<file path="src/rtl/hazard_ctrl_tracked.sv">
// Hazard controller for a 5-stage pipeline: tracks E/M/W destination tags and
// produces forwarding selects, load-use stalls, branch flushes and multi-cycle E stalls.
module hazard_ctrl_tracked #(
    parameter int REG_ADDR_W  = 4,
    parameter int NUM_SRC     = 2,
    parameter int MUL_LAT     = 3,
    parameter int ZERO_REG_EN = 0
) (
    input  logic                           clk,
    input  logic                           reset,
    input  logic [NUM_SRC*REG_ADDR_W-1:0]  RaD,
    input  logic [REG_ADDR_W-1:0]          WA3D,
    input  logic                           RegWriteD,
    input  logic                           MemtoRegD,
    input  logic                           MultiD,
    input  logic                           BranchTakenE,
    output logic [NUM_SRC*2-1:0]           ForwardE,
    output logic                           StallF,
    output logic                           StallD,
    output logic                           StallE,
    output logic                           FlushD,
    output logic                           FlushE,
    output logic                           FlushM
);

    localparam int CNT_W = $clog2(MUL_LAT) + 1;
    localparam logic [CNT_W-1:0] CNT_LOAD = CNT_W'(MUL_LAT > 1 ? MUL_LAT - 1 : 0);

    logic [REG_ADDR_W-1:0] ra_e [NUM_SRC];
    logic [REG_ADDR_W-1:0] wa3_e, wa3_m, wa3_w;
    logic                  reg_write_e, mem_to_reg_e, reg_write_m, reg_write_w;
    logic [CNT_W-1:0]      cnt;

    logic                  busy, lwstall, lw_hit, flush_e;
    logic [NUM_SRC*2-1:0]  fwd;

    function automatic logic tag_match(input logic [REG_ADDR_W-1:0] a,
                                       input logic [REG_ADDR_W-1:0] b,
                                       input logic                  we);
        return we && (a == b) && !((ZERO_REG_EN != 0) && (a == '0));
    endfunction

    assign busy = (cnt != '0);

    // NOTE: every variable gets a default at the top so no path leaves it unassigned (no latch).
    always_comb begin
        fwd    = '0;
        lw_hit = 1'b0;
        for (int i = 0; i < NUM_SRC; i++) begin
            if (tag_match(ra_e[i], wa3_m, reg_write_m))
                fwd[2*i +: 2] = 2'b10;
            else if (tag_match(ra_e[i], wa3_w, reg_write_w))
                fwd[2*i +: 2] = 2'b01;
            if (tag_match(RaD[i*REG_ADDR_W +: REG_ADDR_W], wa3_e, 1'b1))
                lw_hit = 1'b1;
        end
        lwstall = !busy && mem_to_reg_e && reg_write_e && lw_hit;
    end

    assign flush_e = !busy && (lwstall || BranchTakenE);

    // Outputs are forced low for the whole time reset is asserted.
    assign ForwardE = reset ? '0 : fwd;
    assign StallF   = !reset && (lwstall || busy);
    assign StallD   = !reset && (lwstall || busy);
    assign StallE   = !reset && busy;
    assign FlushM   = !reset && busy;
    assign FlushE   = !reset && flush_e;
    assign FlushD   = !reset && !busy && BranchTakenE;

    // NOTE: sequential state uses non-blocking assignments so all stages shift on the same edge.
    always_ff @(posedge clk or posedge reset) begin
        if (reset) begin
            // NOTE: the tag array is small control state, so it is reset like everything else.
            for (int i = 0; i < NUM_SRC; i++) ra_e[i] <= '0;
            wa3_e        <= '0;
            reg_write_e  <= 1'b0;
            mem_to_reg_e <= 1'b0;
            wa3_m        <= '0;
            reg_write_m  <= 1'b0;
            wa3_w        <= '0;
            reg_write_w  <= 1'b0;
            cnt          <= '0;
        end else begin
            wa3_w       <= wa3_m;
            reg_write_w <= reg_write_m;
            if (busy) begin
                wa3_m       <= '0;
                reg_write_m <= 1'b0;
                cnt         <= cnt - 1'b1;
            end else begin
                wa3_m       <= wa3_e;
                reg_write_m <= reg_write_e;
                if (flush_e) begin
                    for (int i = 0; i < NUM_SRC; i++) ra_e[i] <= '0;
                    wa3_e        <= '0;
                    reg_write_e  <= 1'b0;
                    mem_to_reg_e <= 1'b0;
                    cnt          <= '0;
                end else begin
                    for (int i = 0; i < NUM_SRC; i++)
                        ra_e[i] <= RaD[i*REG_ADDR_W +: REG_ADDR_W];
                    wa3_e        <= WA3D;
                    reg_write_e  <= RegWriteD;
                    mem_to_reg_e <= MemtoRegD;
                    cnt          <= MultiD ? CNT_LOAD : '0;
                end
            end
        end
    end

endmodule

</file>
<file path="config.mk">
export PLATFORM = sky130hd
export DESIGN_NAME = hazard_ctrl_tracked
export DESIGN_NICKNAME = d
export VERILOG_FILES = /design/src/rtl/hazard_ctrl_tracked.sv
export SDC_FILE = /design/constraint.sdc
export NUM_CORES = 1
export LEC_CHECK = 0
export BUFFER_PORTS_ARGS = -buffer_cell sky130_fd_sc_hd__buf_2
export CAP_MARGIN = 5
export CORE_MARGIN = 5
export CORE_UTILIZATION = 50
export CTS_BUF_LIST = sky130_fd_sc_hd__clkbuf_8
export DETAILED_ROUTE_END_ITERATION = 10
export PLACE_DENSITY = 0.86
export SETUP_SLACK_MARGIN = 0.05
export SYNTH_ARGS = -nofsm -noshare
export SYNTH_HDL_FRONTEND = slang
export SYNTH_SLANG_ARGS = --single-unit
</file>
<file path="constraint.sdc">
create_clock -name clk -period 2 [get_ports clk]
set_input_delay 0.4 -clock clk [delete_from_list [all_inputs] [get_ports clk]]
set_output_delay 0.4 -clock clk [all_outputs]
set_load 0.02 [all_outputs]
</file>
# Yosys cells after proc, flatten, opt, wreduce, memory -nomap -nowiden
# Cells that the tools add are included.
dict set report totals {
  register_bits 27
  inputBits 18
  output_inout_bits 10
  elab_cells 51
}
dict set report classes {
  n_addsub 1
  eq_ne 6
  mux 16
  n_reduce_logical 18
}
# operator n
set op_table {}
lappend op_table {{$eq A4 B4 Y1} 6}
lappend op_table {{$logic_and A1 B1 Y1} 13}
lappend op_table {{$mux W4} 3}
lappend op_table {{$mux W2} 4}
lappend op_table {{$mux W8} 1}
lappend op_table {{$mux W1} 7}
lappend op_table {{$mux W3} 1}
lappend op_table {{$reduce_bool A3 Y1} 1}
lappend op_table {{$sub A3 B1 Y3 const B} 1}
lappend op_table {{$logic_not A1 Y1} 2}
lappend op_table {{$logic_or A1 B1 Y1} 2}

# Depth between registers and ports, before layout
# Gate-level depths: netlist of run 1.
dict set report logic_depth {
  depth_word 9
  depth_mapped 9
  depth_no_buf 7
}

# Least setup slack after synthesis of run 1
# Ideal clock, no wire load.
dict set report synth_timing {
  path_kind {register -> output}
  from {reg cnt[0]}
  to {out StallF}
  arrival_time_ns 1.981
  required_time_ns 1.600
  slack_ns -0.381
  stages_incl_launch_ff 10
  path_buffers 3
  cell_sequence {dfrtp_1 -> inv_1 -> ha_1 -> ha_1 -> clkbuf_1 -> and2_1 -> o211ai_2 -> buf_6 -> a21oi_1 -> buf_4}
}
dict set report synth_via {
  elab_chain_len 7
}
# element line_no
set synth_lines {}
lappend synth_lines {{from (decl)} 32} ;# logic [CNT_W-1:0] cnt;
lappend synth_lines {{from (signal assigned)} 90} ;# cnt <= cnt - 1'b1;
lappend synth_lines {{from (signal assigned)} 106} ;# cnt <= MultiD ? CNT_LOAD : '0;
lappend synth_lines {{$reduce_bool A3 Y1 *} 43} ;# assign busy = (cnt != '0);
lappend synth_lines {{$logic_not A1 Y1} 57} ;# lwstall = !busy && mem_to_reg_e && reg_write_e && lw_hit;
lappend synth_lines {{$logic_and A1 B1 Y1 (3 in series)} 57}
lappend synth_lines {{$logic_or A1 B1 Y1 *} n/a}
lappend synth_lines {{$logic_and A1 B1 Y1 *} n/a}
lappend synth_lines {{to (decl)} 18} ;# output logic StallF,
# Every way passes the cells marked *; elsewhere a longest branch is shown, timed or not.

# Final worst setup path of run 1
dict set report layout_timing {
  from {reg wa3_e[1]}
  to {out StallF}
}
dict set report layout_via {
  elab_chain_len 6
  elab_cells_between_ends 7
  classes_between {eq/ne: 2; mux: 2; reduce/logical: 3}
}
# element line_no
set layout_lines {}
lappend layout_lines {{from (decl)} 30} ;# logic [REG_ADDR_W-1:0] wa3_e, wa3_m, wa3_w;
lappend layout_lines {{from (signal assigned)} 76} ;# wa3_e <= '0;
lappend layout_lines {{from (signal assigned)} 96} ;# wa3_e <= '0;
lappend layout_lines {{from (signal assigned)} 103} ;# wa3_e <= WA3D;
lappend layout_lines {{$eq A4 B4 Y1} 40} ;# return we && (a == b) && !((ZERO_REG_EN != 0) && (a == '0));
lappend layout_lines {{$mux W1} 54} ;# if (tag_match(RaD[i*REG_ADDR_W +: REG_ADDR_W], wa3_e, 1'b1))
lappend layout_lines {{$mux W1 *} 54}
lappend layout_lines {{$logic_and A1 B1 Y1 *} 57}
lappend layout_lines {{$logic_or A1 B1 Y1 *} 64} ;# assign StallF = !reset && (lwstall || busy);
lappend layout_lines {{$logic_and A1 B1 Y1 *} 64}
# Marked as above.

==> metrics, run 1 <==
Total Routing Usage GR 16.2%; CTS Hold Bufs 0; outcome finished, violations left; antenna violations before repair 0; FP Rows 19; drt drc 0; Power, Total 2.41 mW; Post-synth top flop dfrtp_1; Int Pwr 1.46 mW; Std-Cell Core Area 0.00269 mm2; count leader, synth dfrtp_1; final setup fails 3; Cell Area, Placed 0.00156 mm2; Final nets 191; gr ovfl total 0; largest net degree at the start of global routing 19; post-synthesis cell type count 26; Power Dens Cells 1310 mW/mm2; Fmax achieved 460 MHz; r2r endpoint wa3_e[2]$_DFFE_PP0N_; Yosys warning count 0; WHS 351 ps; Tcrit/Tclk final 109%; RSZ-0062 raised after global routing yes; Net Switching 954 uW; R2R Setup Slk 90 ps; Mapped Cells 125; Crit. End Element output port; area leader, netlist dfrtp_1; Area growth syn-to-layout 35.6%; Die Y 62.2 um; ranking of synthesized cells by area dfrtp_1 (50%), xor2_1 (13%), a22o_1 (5.2%); hold path depth 3; setup TNS -498 ps; Worst-Skew Late Latency 270 ps; syn_area_per_cell 10.9 um2; Vias 1,079; final-report hold violation count 0; DRT antenna net count 0; Filler cells 194; Clk pwr share 12.5%; layout cells sized above 1 41.4%; top cell type's share of synthesized area 49.7%; I/O Buffers 27; clock slew at reported path FFs 90 ps; Worst Max-Slew Pin Slew 372 ps; Initial Utilization 50.6%; worst vdd ir 0.998 mV; Seq/Total Area, Yosys 49.7%; Synth Register Bits 27; sequential cell area 678 um2; Reg2Reg Depth 7; via/cell ratio 5.40; Cell Area, Synth 0.00136 mm2; Finished Cell Area 0.00184 mm2; sw frac 39.6%; Worst Path Required 1600 ps; area of the multi-input gates 728 um2; failing checks setup timing; first-pass GRT wire length 5.08 mm; Min Clock Period, post-route 2170 ps; die width 62.2 um; hold wc startpoint MultiD; placer congestion estimate 0.845; sequential power share 38.1%; crit path DAT 1770 ps; DPL Wire Length 2.24 mm; Clock Sinks 27; largest fanout on the critical path 4; Root Driver clkbuf_8; asr flop ratio synth 100%; antenna cell count 0; Synth top cells by count dfrtp_1 (27), xor2_1 (20), inv_1 (9), nor2_1 (9); H-tree level count 1; Worst Slack Setup Final -173 ps; full die area 0.00386 mm2; per-cell routed wire length 16.2 um; total wire length 3.24 mm; number of synthesized flops with an enable pin 0; Hold WC Path Type input port to register; Initial DRC Count 18; TritonCTS clock tree done; kind of critical path register to output port; vias in the first global route 1,157; Max Buffers Root-to-Sink 2; io pins 28; syn_nets 146; r2r startpoint wa3_e[1]$_DFFE_PP0N_; number of CTS-inserted buffers 3; Worst Hold End cnt[1]$_DFF_PP0_; CP Launch Type register; leak pwr 0.972 nW; first-pass detailed-route iteration total 4; Clock Skew 5.14 ps; Final Slew Violations 0; Slew headroom 75.1%; Max Cap Viol 0; Gate power share 49.4%
## flip-flops by register name, indices dropped and copies added, names as in the netlist
| signal | flops |
|---|---|
| cnt | 3 |
| mem_to_reg_e | 1 |
| ra_e | 8 |
| reg_write_e | 1 |
| reg_write_m | 1 |
| reg_write_w | 1 |
| wa3_e | 4 |
| wa3_m | 4 |
| wa3_w | 4 |
## area by class of cell
cell class | count | area share (%)
Timing Repair Buffer | 46 | 17.3
Multi-Input combinational cell | 83 | 39.5
Clock buffer | 3 | 2.24
Sequential cell | 27 | 36.8
Tap cell | 31 | 2.10
Inverter | 9 | 1.83
Clock inverter | 1 | 0.271
## worst max path at each step
stage,start,end,slack (ps),depth (start not counted)
2_1_floorplan,cnt[0]$_DFF_PP0_,FlushE,-50,8
3_3_place_gp,RaD[0],FlushE,50,6
3_5_place_dp,RaD[0],FlushE,5,6
4_1_cts,wa3_e[2]$_DFFE_PP0N_,StallF,-190,5
5_1_grt,wa3_e[0]$_DFFE_PP0N_,StallF,-240,5
6_report,wa3_e[1]$_DFFE_PP0N_,StallF,-170,5
## what timing repair did
| action | 4_1_cts | 5_1_grt |
|---|---|---|
| gates resized for setup | 7 | 25 |
| buffers inserted | 3 | 9 |
| pin swaps | 6 | 15 |
| hold endpoints to repair | 0 | 0 |
| setup endpoints to repair | 7 | 18 |
## per-layer routing
layer,part of all wire (%),vias to the layer above,global-route usage [%]
met5,0,-,0
met4,5.1,0,8.40
met3,3.9,12,3.42
met1,38,521,17.6
met2,53,30,29.0
li1,-,516,-
## worst max-delay path: stages, from the launching register on
cell      delay (ps)
dfrtp_2          460
xor2_2           170
nor4_4           370
o211ai_4         160
a21oi_4          200
buf_6            140
## logic make-up after synthesis
kind of cell | after synthesis | synth area share, %
AO/OA/AOI/OAI | 20 | 12.2
AND/OR/NAND/NOR | 36 | 14.6
buffers and inverters | 15 | 5.24
XOR/XNOR | 24 | 15.5
adder cells (fa/ha/maj) | 3 | 2.76
flip-flops | 27 | 49.7
## metrics by stage
stage | worst slack [ps] | utilization [%] | instances
2_1_floorplan | -50.4 | - | 125
3_5_place_dp | 4.74 | 58.2 | 184
5_1_grt | -244 | 68.7 | 200
6_report | -173 | 68.7 | 200
4_1_cts | -189 | 61.6 | 191
3_3_place_gp | 49.2 | 58.2 | 184
## power by group through the flow
stage          sequential (mW)  clock, mW  combinational (mW)
5_1_grt                  0.943      0.335                1.28
4_1_cts                  0.901      0.311               0.928
2_1_floorplan            0.872          0               0.676
3_5_place_dp             0.913          0               0.885
3_3_place_gp             0.897          0               0.835
6_report                 0.917      0.302                1.19
## layout by cell type (no fill, tap or decap), types with 3 or more instances in the layout
cell and instances:
inv_1 9, buf_4 20, nor2_1 7, a32o_1 3, buf_6 5, nand2_1 3, a22o_1 8, and3_1 8
nor3_2 3, buf_2 20, o22ai_1 3, clkbuf_8 3, dfrtp_1 25, xnor2_1 4, xor2_2 4, xor2_1 16
Note: power is estimated with default switching activity, not from simulation.
==> run 2, diff against run 1 <==
Settings changed: CORE_UTILIZATION 50 to 30, HOLD_SLACK_MARGIN set to 0.06, PLACE_DENSITY 0.86 to 0.6.
==> metrics, run 2 (synthesized netlist as in run 1, its figures left out) <==
layout cells sized above 1 36.5%; I/O Buffers 27; Inst Count DP 207; gr busiest metal met2; GRT met1 Usage 13.4%; global routing usage on met2 20.0%; Worst-Skew Late Latency 260 ps; Reg2Reg Depth 6; max reg flops 8; sw frac 38.1%; gr ovfl total 0; Clk pwr share 13.1%; Layout Cells excl Fill 222; die width 77.3 um; grt met3 use 2.55%; Crit. End Element output port; final-report hold violation count 0; Hold WC Path Type input port to register; clock slew at reported path FFs 90 ps; outcome finished, violations left; Initial Utilization 31.0%; Worst Slack Setup Final -138 ps; worst vdd ir 0.519 mV; total wire length 3.25 mm; Final Slew Violations 0; hold path depth 3; Max Cap Viol 0; failing checks setup timing; first-pass detailed-route iteration total 4; FP Rows 24; io pins 28; commonest non-fill, non-tap cell in the layout dfrtp_1; Clock Skew 3.44 ps; H-tree level count 1; Worst Max-Slew Pin Slew 291 ps; RSZ-0062 raised after global routing yes; Total Routing Usage GR 11.1%; Area growth syn-to-layout 31.9%; Initial DRC Count 13; Net Switching 864 uW; number of CTS-inserted buffers 3; Max Buffers Root-to-Sink 2; Power, Total 2.27 mW; Int Pwr 1.40 mW; vias in the first global route 1,180; placer congestion estimate 0.852; Root Driver clkbuf_8; setup TNS -437 ps; Largest Register ra_e; via/cell ratio 4.72; antenna violations before repair 0; Clock Sinks 27; Tcrit/Tclk final 107%; Slew headroom 80.6%; per-cell routed wire length 14.7 um; largest net degree at the start of global routing 19; first-pass GRT wire length 5.46 mm; drt drc 0; crit path DAT 1740 ps; Std-Cell Core Area 0.00438 mm2; Worst Path Required 1600 ps; kind of critical path register to output port; Min Clock Period, post-route 2140 ps; largest fanout on the critical path 5; sequential power share 39.8%; CP Launch Type register; final setup fails 4; Final nets 192; Post-Place Setup Slack -43.4 ps; Die Y 77.3 um; DRT antenna net count 0; most frequent cells in the layout dfrtp_1 (27), buf_4 (25), xor2_1 (20); Gate power share 47.1%; Power Dens Cells 1260 mW/mm2; full die area 0.00598 mm2; antenna cell count 0; Fmax achieved 468 MHz; DPL Wire Length 2.57 mm; leak pwr 0.956 nW; TritonCTS clock tree done; Vias 1,047
-- run 2: layout make-up --
type | count | area, um2
fill | 444 | 2590
sequential | 27 | 676
multi-input combinational | 83 | 657
timing repair buffer | 47 | 317
tap | 52 | 65.1
clock buffer | 3 | 41.3
inverter | 9 | 33.8
clock inverter | 1 | 5.00
-- run 2: power by group through the flow --
stage	Clock (mW)	Combinational, mW	Sequential (mW)
4_1_cts	0.306	0.958	0.909
6_report	0.297	1.07	0.902
2_1_floorplan	0	0.676	0.872
3_5_place_dp	0	0.893	0.919
5_1_grt	0.326	1.18	0.926
3_3_place_gp	0	0.860	0.904
-- run 2: worst paths after layout --
check	startpoint	end	slack (ps)
worst min register to register	cnt[0]$_DFF_PP0_	cnt[0]$_DFF_PP0_	420
worst min-delay path	WA3D[0]	wa3_e[0]$_DFFE_PP0N_	370
max in group asynchronous	reset	wa3_e[0]$_DFFE_PP0N_	1430
worst max register to register	wa3_e[2]$_DFFE_PP0N_	wa3_e[2]$_DFFE_PP0N_	320
worst max-delay path	wa3_e[2]$_DFFE_PP0N_	StallF	-140
min in group asynchronous	reset	wa3_e[1]$_DFFE_PP0N_	400
-- run 2: critical path: stages (launching register included) --
cell and delay (ps):
dfrtp_1 410, xor2_1 180, nor4_2 280, buf_4 170, o211ai_4 120, a21oi_4 150
buf_4 150
-- run 2: timing repair --
action,in CTS,in global routing
resized for setup,7,11
buffers inserted,4,7
hold buffers,0,0
endpoints found under the setup margin,7,13
pin swaps,6,3
-- run 2: stage by stage --
step           hold slack (ps)  area, um2  utilization, %
2_1_floorplan              373       1380               -
3_3_place_gp               394       1600            36.6
3_5_place_dp               408       1600            36.6
4_1_cts                    367       1710            39.0
5_1_grt                    375       1790            40.9
6_report                   370       1790            40.9
-- run 2: layer usage --
layer	vias up	part of all wire (%)
met5	-	0
li1	519	-
met2	20	53
met4	0	0.40
met1	506	42
met3	2	4.2
==> run 3, diff against run 2 <==
--- a/config.mk
+++ b/config.mk
@@ -9,9 +9,9 @@
 export CAP_MARGIN = 5
 export CORE_MARGIN = 5
-export CORE_UTILIZATION = 30
+export CORE_UTILIZATION = 45
 export CTS_BUF_LIST = sky130_fd_sc_hd__clkbuf_8
 export DETAILED_ROUTE_END_ITERATION = 10
 export HOLD_SLACK_MARGIN = 0.06
-export PLACE_DENSITY = 0.6
+export PLACE_DENSITY = 0.68
 export SETUP_SLACK_MARGIN = 0.05
 export SYNTH_ARGS = -nofsm -noshare
==> constraint.sdc (replaced) <==
create_clock -name clk -period 2 [get_ports clk]
set_input_delay 0.6 -clock clk [delete_from_list [all_inputs] [get_ports clk]]
set_output_delay 0.6 -clock clk [all_outputs]
set_load 0.02 [all_outputs]
==> metrics, run 3 (synthesized netlist as in run 1, its figures left out) <==
number of CTS-inserted buffers 3; Clk pwr share 12.6%; antenna violations before repair 0; antenna cell count 0; die width 65.0 um; Slew headroom 70.6%; io pins 28; Total Routing Usage GR 15.0%; Std-Cell Core Area 0.00298 mm2; Worst Slack Setup Final -387 ps; Initial Utilization 45.7%; Crit. End Element output port; commonest non-fill, non-tap cell in the layout dfrtp_1; Clock Skew 1.37 ps; DPL Wire Length 2.23 mm; Worst Path Required 1400 ps; largest fanout on the critical path 4; Min Clock Period, post-route 2390 ps; Net Switching 934 uW; vias in the first global route 1,110; Die Y 65.0 um; Reg2Reg Depth 9; clock slew at reported path FFs 90 ps; Root Driver clkbuf_8; layout cells sized above 1 43.4%; first-pass detailed-route iteration total 4; worst vdd ir 0.714 mV; Worst Hold End reg_write_w$_DFF_PP0_; Final nets 195; Fmax achieved 419 MHz; gr ovfl total 0; DRT antenna net count 0; max reg flops 8; via/cell ratio 5.00; full die area 0.00422 mm2; Largest Register ra_e; Vias 1,030; R2R Setup Slk 180 ps; Tcrit/Tclk final 119%; sequential power share 36.8%; most frequent cells in the layout dfrtp_1 (26), buf_4 (24), xor2_1 (18); final-report hold violation count 0; Area growth syn-to-layout 39.0%; Filler cells 243; final setup fails 7; Int Pwr 1.52 mW; first-pass GRT wire length 4.90 mm; hold wc startpoint reg_write_m$_DFF_PP0_; placer congestion estimate 0.768; Worst-Skew Late Latency 270 ps; drt drc 0; Final Slew Violations 0; Hold WC Path Type register to register; outcome finished, violations left; Gate power share 50.5%; WHS 413 ps; failing checks setup timing; kind of critical path input port to output port; sequential cell area 677 um2; area of the multi-input gates 719 um2; I/O Buffers 27; H-tree level count 1; total wire length 3.07 mm; r2r startpoint cnt[0]$_DFF_PP0_; Max Buffers Root-to-Sink 2; TritonCTS clock tree done; Post-Place Setup Slack -398 ps; hold path depth 0; CP Launch Type input port; r2r endpoint mem_to_reg_e$_DFFE_PP0N_; leak pwr 0.996 nW; per-cell routed wire length 14.9 um; Power Dens Cells 1300 mW/mm2; FP Rows 20; Max Cap Viol 0; Worst Max-Slew Pin Slew 440 ps; Initial DRC Count 27; sw frac 38.1%; Power, Total 2.45 mW; largest net degree at the start of global routing 19; crit path DAT 1790 ps; Clock Sinks 27; RSZ-0062 raised after global routing yes
[run 3: layout make-up]
class	instances	share of cell area, %
Timing Repair Buffer	50	19.4
Inverter	9	1.99
Sequential cell	27	35.8
Clock buffer	3	2.18
Clock inverter	1	0.397
Tap cell	33	2.18
Multi-Input combinational cell	83	38.1
[run 3: power by group through the flow]
stage | clock [mW] | combinational, mW | sequential, mW
finish | 0.310 | 1.24 | 0.903
CTS | 0.317 | 1.06 | 0.894
detailed placement | 0 | 0.914 | 0.913
global route | 0.337 | 1.35 | 0.931
global placement | 0 | 0.885 | 0.902
floorplan | 0 | 0.725 | 0.872
[run 3: routing by layer]
| layer | vias up | global-route usage, % | part of all wire, % |
|---|---|---|---|
| met1 | 483 | 17.9 | 42 |
| met4 | 0 | 5.01 | 0.75 |
| met3 | 4 | 3.12 | 4.2 |
| met5 | - | 0 | 0 |
| li1 | 521 | - | - |
| met2 | 22 | 26.4 | 53 |
[run 3: repair_timing]
action | CTS | global route
cloned | 0 | 0
setup buffers | 8 | 5
gates resized for setup | 17 | 17
pin swaps | 11 | 12
endpoints found under the setup margin | 10 | 17
hold buffers | 0 | 0
[run 3: worst max-delay path, stage by stage]
cell and delay (ps):
buf_2 120, xor2_2 170, nor4_2 350, o211ai_2 200, a21oi_4 210, buf_6 140
[run 3: worst max-delay path by stage]
stage	from	to	slack, ps	cells after the start
2_1_floorplan	RaD[2]	StallF	-370	6
3_3_place_gp	RaD[0]	FlushE	-360	6
3_5_place_dp	RaD[0]	FlushE	-400	6
4_1_cts	wa3_e[1]$_DFFE_PP0N_	StallF	-390	5
5_1_grt	wa3_e[2]$_DFFE_PP0N_	StallF	-480	5
6_report	RaD[6]	StallF	-390	6
[run 3: through the flow]
stage	instances	TNS [ps]	cell area, um2	utilization [%]
final	206	-1350	1890	63.5
after floorplan	125	-846	1420	-
after detailed placement	189	-1310	1610	54.2
after global routing	206	-2170	1890	63.5
after global placement	189	-1110	1610	54.2
after CTS	201	-1800	1780	59.6
